<file path="src/rtl/lnet_pkg.sv">
// -----------------------------------------------------------------------------
// lnet_pkg
// Shared types and widths for the LUT-network layer controller.
//   state_t    : controller FSM states (IDLE / EVAL / HOLD)
//   LAT_CNT_W  : width of the LUT latency down-counter
//   PERF_CNT_W : width of the optional performance counters
// -----------------------------------------------------------------------------
package lnet_pkg;

   localparam int LAT_CNT_W  = 4;
   localparam int PERF_CNT_W = 16;

   typedef enum logic [1:0] {
      IDLE = 2'd0,
      EVAL = 2'd1,
      HOLD = 2'd2
   } state_t;

endpackage

</file>
<file path="src/rtl/lnet_perf_cnt.sv">
// -----------------------------------------------------------------------------
// lnet_perf_cnt
// Output-side performance counters for lnet_layer_ctrl. Only instantiated when
// the LNET_PERF_CNT_EN macro is defined.
//   clk, rst_n : clock, asynchronous active-low reset
//   m_valid    : layer result valid (observed)
//   m_ready    : downstream ready (observed)
//   vec_cnt    : completed m-side transfers, wraps 0xFFFF -> 0
//   stall_cnt  : cycles with m_valid=1 and m_ready=0, saturates at 0xFFFF
// -----------------------------------------------------------------------------
module lnet_perf_cnt
   import lnet_pkg::*;
(
   input  logic                  clk,
   input  logic                  rst_n,
   input  logic                  m_valid,
   input  logic                  m_ready,
   output logic [PERF_CNT_W-1:0] vec_cnt,
   output logic [PERF_CNT_W-1:0] stall_cnt
);

   always_ff @(posedge clk or negedge rst_n) begin
      if (!rst_n) begin
         vec_cnt   <= '0;
         stall_cnt <= '0;
      end else begin
         // Free-running wrap on the transfer counter.
         if (m_valid && m_ready)
            vec_cnt <= vec_cnt + 1'b1;
         // Stall counter sticks at all-ones rather than wrapping.
         if (m_valid && !m_ready && (stall_cnt != '1))
            stall_cnt <= stall_cnt + 1'b1;
      end
   end

endmodule

</file>
<file path="src/rtl/lnet_layer_ctrl.sv">
// -----------------------------------------------------------------------------
// lnet_layer_ctrl
// Handshake controller wrapped around a (possibly pipelined) neuron LUT array.
// Accepts one activation vector, drives it into the LUT array, waits LUT_LAT
// cycles, captures the result and presents it downstream. A new vector may be
// accepted on the same edge the previous result is consumed.
//
// Parameters
//   IN_W    : activation width fed to the LUT array
//   OUT_W   : neuron output width returned by the LUT array
//   LUT_LAT : LUT array pipeline depth in cycles (0..15, 0 = combinational)
// Ports
//   clk, rst_n        : clock, asynchronous active-low reset
//   s_valid/s_ready   : upstream handshake, s_data activation vector
//   lut_in / lut_out  : registered vector to LUT array / its result
//   m_valid/m_ready   : downstream handshake, m_data registered result
//   busy              : high whenever the FSM is not IDLE
//   vec_cnt/stall_cnt : performance counters, present only with
//                       LNET_PERF_CNT_EN defined
// -----------------------------------------------------------------------------
module lnet_layer_ctrl
   import lnet_pkg::*;
#(
   parameter int unsigned IN_W    = 8,
   parameter int unsigned OUT_W   = 8,
   parameter int unsigned LUT_LAT = 0
) (
   input  logic                  clk,
   input  logic                  rst_n,
   input  logic                  s_valid,
   output logic                  s_ready,
   input  logic [IN_W-1:0]       s_data,
   output logic [IN_W-1:0]       lut_in,
   input  logic [OUT_W-1:0]      lut_out,
   output logic                  m_valid,
   input  logic                  m_ready,
   output logic [OUT_W-1:0]      m_data,
   output logic                  busy
`ifdef LNET_PERF_CNT_EN
   ,
   output logic [PERF_CNT_W-1:0] vec_cnt,
   output logic [PERF_CNT_W-1:0] stall_cnt
`endif
);

   if (LUT_LAT > 15) begin : g_bad_lat
      $error("lnet_layer_ctrl: LUT_LAT must be in 0..15");
   end

   localparam logic [LAT_CNT_W-1:0] LAT_INIT = LAT_CNT_W'(LUT_LAT);

   state_t               state;
   state_t               state_nxt;
   logic [LAT_CNT_W-1:0] lat_cnt;
   logic                 accept;
   logic                 capture;

   assign accept  = s_valid && s_ready;
   assign capture = (state == EVAL) && (lat_cnt == '0);

   // State register
   always_ff @(posedge clk or negedge rst_n) begin
      if (!rst_n)
         state <= IDLE;
      else
         state <= state_nxt;
   end

   // Next-state logic
   always_comb begin
      state_nxt = state;
      unique case (state)
         IDLE: if (s_valid) state_nxt = EVAL;
         EVAL: if (lat_cnt == '0) state_nxt = HOLD;
         HOLD: if (m_ready) state_nxt = s_valid ? EVAL : IDLE;
         default: state_nxt = IDLE;
      endcase
   end

   // Outputs. s_ready is gated by rst_n so it reads 0 throughout reset even
   // though the state register already sits in IDLE.
   always_comb begin
      s_ready = 1'b0;
      unique case (state)
         IDLE:    s_ready = rst_n;
         HOLD:    s_ready = rst_n & m_ready;
         default: s_ready = 1'b0;
      endcase
      m_valid = (state == HOLD);
      busy    = (state != IDLE);
   end

   // Datapath: LUT input register, latency counter, result register.
   always_ff @(posedge clk or negedge rst_n) begin
      if (!rst_n) begin
         lut_in  <= '0;
         lat_cnt <= '0;
         m_data  <= '0;
      end else begin
         // An accept from HOLD reloads the counter, overriding the idle 0.
         if (accept) begin
            lut_in  <= s_data;
            lat_cnt <= LAT_INIT;
         end else if ((state == EVAL) && (lat_cnt != '0)) begin
            lat_cnt <= lat_cnt - 1'b1;
         end
         if (capture)
            m_data <= lut_out;
      end
   end

`ifdef LNET_PERF_CNT_EN
   lnet_perf_cnt u_perf_cnt (
      .clk       (clk),
      .rst_n     (rst_n),
      .m_valid   (m_valid),
      .m_ready   (m_ready),
      .vec_cnt   (vec_cnt),
      .stall_cnt (stall_cnt)
   );
`endif

endmodule
</file>
<file path="config.mk">
export PLATFORM = sky130hd
export DESIGN_NAME = lnet_layer_ctrl
export DESIGN_NICKNAME = d
export VERILOG_FILES = /design/src/rtl/lnet_pkg.sv /design/src/rtl/lnet_perf_cnt.sv /design/src/rtl/lnet_layer_ctrl.sv
export SDC_FILE = /design/constraint.sdc
export NUM_CORES = 1
export LEC_CHECK = 0
export ABC_AREA = 1
export CORE_MARGIN = 2
export CORE_UTILIZATION = 30
export DETAILED_ROUTE_END_ITERATION = 12
export GPL_ROUTABILITY_DRIVEN = 0
export PLACE_DENSITY_LB_ADDON = 0.2
export SLEW_MARGIN = 20
export SYNTH_ARGS = -nofsm -noshare
export SYNTH_HDL_FRONTEND = slang
export SYNTH_SLANG_ARGS = --single-unit
export TNS_END_PERCENT = 5
</file>
<file path="constraint.sdc">
create_clock -name clk -period 1.58 [get_ports clk]
set_clock_uncertainty 0.1 [all_clocks]
set_input_delay 0.158 -clock clk [delete_from_list [all_inputs] [get_ports clk]]
set_output_delay 0.158 -clock clk [all_outputs]
set_load 0.02 [all_outputs]
</file>
==> run summary, run 1 <==
HP Class -> in -> async
net count of the mapped netlist -> 137
post-route minimum period -> 1480 ps
Post-synth EDFFs -> 0
total power -> 2.83 mW
Core Area -> 0.00331 sq mm
Syn. warnings -> 0
share of post-route cells with drive strength above 1 -> 13.8%
maximum VDD drop -> 649 uV
Chip Height -> 62.3 um
vias post-DR -> 838
Worst EP arrival -> 1220 ps
Unique masters post-synth -> 18
Cells after Synth -> 115
most frequent cell after synthesis -> nand2_1
Setup WS pre-CTS -> -149 ps
final setup fails -> 0
Startpoint Class -> register
CTS hold repair buffers -> 0
CTS root buf -> clkbuf_4
number of global-route vias before repair -> 859
Power Density -> 1840 mW/mm^2
top cells by area, synth -> dfrtp_1 (54%), nand2_1 (11%), inv_1 (8.8%), o21ai_2 (6.9%), o21ai_0 (4.4%)
clk buf depth -> 2
worst hold slack -> 230 ps
Post-synth top flop -> dfrtp_1
CP Class -> reg -> out
crit end category -> output port
Initial Utilization -> 30.8%
Max Freq -> 676 MHz
grt ovf -> 0
Iter 0 DRT Violations -> 33
largest area contributor in the netlist -> dfrtp_1
flop2flop setup slack -> 160 ps
largest net degree at the start of global routing -> 23
Final WS setup -> 100 ps
DRT antenna net count -> 0
cts bufs inserted -> 3
CTS clk-pin slew, worst paths -> 120 ps
final period utilization -> 93.6%
DR vias/cell -> 4.09
most instantiated cells after synthesis -> nand2_1 (30), inv_1 (24), dfrtp_1 (22)
Max-Cap Viols -> 0
# clock sinks -> 22
DRT Wirelength -> 2.07 mm
clock latency on the worst-skew pair -> 300 ps
final hold violations -> 0
HPWL Detailed -> 1.58 mm
syn avg cell area -> 8.87 sq um
CP required -> 1320 ps
area grow syn2layout -> 51.2%
Seq/Total Area, Yosys -> 54.0%
first-pass GRT wire length -> 3.71 mm
diode count -> 0
Crit Path Max Fanout -> 2
Leak -> 0.955 nW
Slew @ Worst Pin -> 284 ps
H-tree Lvls -> 1
CTS tree -> built
Overall Global Routing Usage -> 12.0%
post-synthesis register bit count -> 22
fin. max-slew vios -> 0
Detailed Routing Iterations Pass 1 -> 4
Slew HR -> 81.1%
initial antenna violation count -> 0
post-layout net count -> 182
DRC -> 0
area share of the largest cell type after synthesis -> 54.0%
unrepaired setup endpoints after global routing -> true
routed len/inst -> 10.1 um
DIE AREA -> 0.00388 sq mm
Async SR Flop Fraction -> 100%
Core Rows -> 21
status -> complete, no violations
io pins -> 39
Port-buffer cells -> 38
Die Wd -> 62.3 um
post-synthesis cell area -> 0.00102 sq mm
FILL cells -> 340
## final cells by class
class	count	area [sq um]	share of cell area, %
repair buffers	43	455	29.5
clock buffers	4	36.3	2.35
flip-flops and latches	22	551	35.7
well taps	46	57.6	3.73
multi-input cells	64	344	22.3
inverters	26	97.6	6.33
## worst max-delay path: stages, from the launching register on
cell and delay, ps:
dfrtp_1 400, nand2_1 90, nand2_1 50, nor2_1 90, clkdlybuf4s15_1 300
## repair_timing
item,4_1_cts,5_1_grt
cloned,0,0
setup buffers,0,0
gates resized for setup,3,17
endpoints found under the setup margin,3,17
## per-layer routing
metal / up-vias / wire, um / part of all wire [%] / track usage [%]
met4: 0 / 20 / 0.97 / 4.17
met5: - / 0 / 0 / 0
met3: 2 / 87 / 4.2 / 2.72
met2: 24 / 1090 / 52 / 22.3
li1: 434 / - / - / -
met1: 378 / 873 / 42 / 13.3
## registers in the layout (all words and copies together), names as in the netlist
| signal | flops |
|---|---|
| state | 2 |
| lut_in | 8 |
| m_data | 8 |
| lat_cnt | 4 |
## report_power, final
part           internal (mW)  switching, mW
clock                  0.141          0.167
sequential             0.833          0.153
combinational          0.664          0.875
## placed cells by master, fill, tap and decap left out, drive strengths merged
cell / instances
nor2: 5
ha: 2
clkdlybuf4s15: 1
buf: 5
xor2: 1
dlymetal6s2s: 16
clkdlybuf4s50: 19
nand2: 31
dfrtp: 22
nand4: 1
clkbuf: 4
inv: 26
nand3: 5
o21ai: 18
dlygate4sd2: 2
o22ai: 1
## through the flow
stage	cell area (sq um)	util (%)	std cells	TNS [ps]
floorplan	1020	-	115	0
global route	1540	46.6	205	-13.5
detailed placement	1470	44.3	201	-149
CTS	1500	45.3	205	0
global placement	1470	44.3	201	-134
finish	1540	46.6	205	0
## final timing paths
kind | from | end | depth (start not counted)
worst min register to register | lut_in[2] | lut_in[2] | 2
min in group clk | lut_out[3] | m_data[3] | 3
worst max-delay path | state[1] | s_ready | 4
max in group asynchronous | rst_n | m_data[7] | 3
worst max register to register | lat_cnt[0] | lat_cnt[0] | 7
worst min-delay path | rst_n | m_data[5] | 3
## logic make-up after synthesis
family	after synthesis	synth area share, %
flops	22	54.0
compound gates	19	12.4
fa+ha+maj	2	2.45
buf+inv	29	12.3
simple gates	42	18.0
xor+xnor	1	0.859
No activity file was read; power rests on OpenSTA's default activity.
==> run 2: changes to the inputs <==
--- a/config.mk
+++ b/config.mk
@@ -10,7 +10,7 @@
 export CORE_UTILIZATION = 30
 export DETAILED_ROUTE_END_ITERATION = 12
 export GPL_ROUTABILITY_DRIVEN = 0
-export PLACE_DENSITY_LB_ADDON = 0.2
+export PLACE_DENSITY = 0.64
 export SLEW_MARGIN = 20
 export SYNTH_ARGS = -nofsm -noshare
 export SYNTH_HDL_FRONTEND = slang
==> run summary, run 2 (synthesis results as in run 1) <==
status -> complete, no violations (unchanged)
routed len/inst -> 10.6 um (was 10.1 um)
R2R cell count -> 7 (unchanged)
CP Class -> reg -> out (unchanged)
crit path cell chain -> clkdlybuf4s50_1 (was nand2_1, nand2_1, nor2_1, clkdlybuf4s15_1)
diode count -> 0 (unchanged)
Startpoint Class -> register (unchanged)
Worst path max stage delay -> 600 ps (was 400 ps)
Worst EP arrival -> 1270 ps (was 1220 ps)
M1 WL -> 883 um (was 873 um)
Max-Cap Viols -> 0 (unchanged)
final setup fails -> 0 (unchanged)
CTS root buf -> clkbuf_4 (unchanged)
Leak -> 0.900 nW (was 0.955 nW)
WP buf/inv -> 1 (unchanged)
unrepaired setup endpoints after global routing -> false (was true)
Critical Path Source -> lut_in[3] (was state[1])
cts bufs inserted -> 3 (unchanged)
H-tree Lvls -> 1 (unchanged)
FILL cells -> 354 (was 340)
post-route minimum period -> 1520 ps (was 1480 ps)
clock latency on the worst-skew pair -> 310 ps (was 300 ps)
Port-buffer cells -> 38 (unchanged)
CP top delay family -> buffers and inverters (was flip-flops)
DR vias/cell -> 4.24 (was 4.09)
commonest non-fill, non-tap cell in the layout -> nand2_1 (unchanged)
area grow syn2layout -> 48.3% (was 51.2%)
clk buf depth -> 2 (unchanged)
DRT Wirelength -> 2.16 mm (was 2.07 mm)
DRT antenna net count -> 0 (unchanged)
CTS tree -> built (unchanged)
top sig layer -> met4 (unchanged)
Core Rows -> 21 (unchanged)
post-layout net count -> 182 (unchanged)
Chip Height -> 62.3 um (unchanged)
met3 WL post-DR -> 71 um (was 87 um)
final hold violations -> 0 (unchanged)
share of post-route cells with drive strength above 1 -> 13.9% (was 13.8%)
DIE AREA -> 0.00388 sq mm (unchanged)
fin. max-slew vios -> 0 (unchanged)
# clock sinks -> 22 (unchanged)
FF-to-FF Start -> lat_cnt[0] (unchanged)
Worst path slowest cell -> clkdlybuf4s50_1 (was dfrtp_1)
Max Freq -> 656 MHz (was 676 MHz)
Power Density -> 1860 mW/mm^2 (was 1840 mW/mm^2)
CP required -> 1320 ps (about the same)
most frequent cells in the layout -> nand2_1 (30), inv_1 (24), clkdlybuf4s50_1 (23), dfrtp_1 (22), dlymetal6s2s_1 (12) (was nand2_1 (30), inv_1 (24), dfrtp_1 (22), clkdlybuf4s50_1 (19), dlymetal6s2s_1 (16))
Overall Global Routing Usage -> 12.2% (was 12.0%)
maximum VDD drop -> 588 uV (was 649 uV)
WL met2 -> 1.17 mm (was 1.09 mm)
Top Registers -> lut_in (8), m_data (8), lat_cnt (4) (unchanged)
first-pass GRT wire length -> 3.79 mm (was 3.71 mm)
total power -> 2.81 mW (was 2.83 mW)
Core Area -> 0.00331 sq mm (unchanged)
HP Class -> in -> async (unchanged)
crit end category -> output port (unchanged)
Iter 0 DRT Violations -> 22 (was 33)
initial antenna violation count -> 0 (unchanged)
grt ovf -> 0 (unchanged)
largest net degree at the start of global routing -> 23 (unchanged)
Detailed Routing Iterations Pass 1 -> 4 (unchanged)
Setup TNS -> 0 ps (unchanged)
Slew HR -> 81.4% (was 81.1%)
number of global-route vias before repair -> 932 (was 859)
Stages on worst setup path -> 1 (was 4)
Crit Path Max Fanout -> 2 (unchanged)
Initial Utilization -> 30.8% (unchanged)
post-CTS setup buffer count -> 0 (unchanged)
HPWL Detailed -> 1.67 mm (was 1.58 mm)
Slew @ Worst Pin -> 279 ps (was 284 ps)
final period utilization -> 96.4% (was 93.6%)
CTS clk-pin slew, worst paths -> 130 ps (was 120 ps)
io pins -> 39 (unchanged)
Die Wd -> 62.3 um (unchanged)
vias post-DR -> 865 (was 838)
DRC -> 0 (unchanged)
run 2: layout make-up:
type | count | area [sq um] | share of cell area [%]
clock buffers | 3 | 22.5 | 1.49
multi-input cells | 64 | 344 | 22.7
inverters | 26 | 97.6 | 6.45
flip-flops and latches | 22 | 551 | 36.4
repair buffers | 43 | 440 | 29.1
well taps | 46 | 57.6 | 3.80
run 2: per-layer routing:
| layer | GRT usage (%) | up-vias |
|---|---|---|
| met5 | 0 | - |
| li1 | - | 432 |
| met1 | 13.3 | 411 |
| met2 | 22.8 | 18 |
| met3 | 1.45 | 4 |
| met4 | 6.39 | 0 |
run 2: worst paths after layout:
| check | endpoint | slack [ps] |
|---|---|---|
| min in group clk | m_data[3] | 280 |
| min reg2reg | m_data[0] | 390 |
| max in group asynchronous | lut_in[4] | 930 |
| min | state[0] | 210 |
| max | lut_in[3] | 60 |
| max reg2reg | lat_cnt[0] | 210 |
run 2: power breakdown:
group | internal [mW] | total [mW] | switching, mW | leakage [nW]
logic | 0.673 | 1.56 | 0.883 | 0.612
registers | 0.834 | 1.00 | 0.166 | 0.274
clock network | 0.0890 | 0.252 | 0.163 | 0.0138
run 2: worst register-to-register path: stages, from the launching register on:
cell and delay (ps):
dfrtp_1 370, inv_1 140, ha_1 240, nand2_1 70, nand2_1 130, inv_1 90, nand3_1 70, o21ai_1 60
run 2: through the flow:
stage          hold slack (ps)  instances  cell area [sq um]  utilization (%)  setup slack [ps]
2_1_floorplan             -238        115               1020                -               300
3_3_place_gp               367        201               1470             44.3              -122
3_5_place_dp               371        201               1470             44.3              -144
4_1_cts                    219        204               1490             44.9              14.5
5_1_grt                    238        204               1510             45.7             0.626
6_report                   206        204               1510             45.7              56.5
run 2: what timing repair did:
| action | 4_1_cts | 5_1_grt |
|---|---|---|
| resized for setup | 3 | 14 |
| pin swaps | 0 | 0 |
| endpoints found under the setup margin | 3 | 13 |
| hold buffers | 0 | 0 |
| endpoints found under the hold margin | 0 | 0 |
| gates cloned | 0 | 0 |
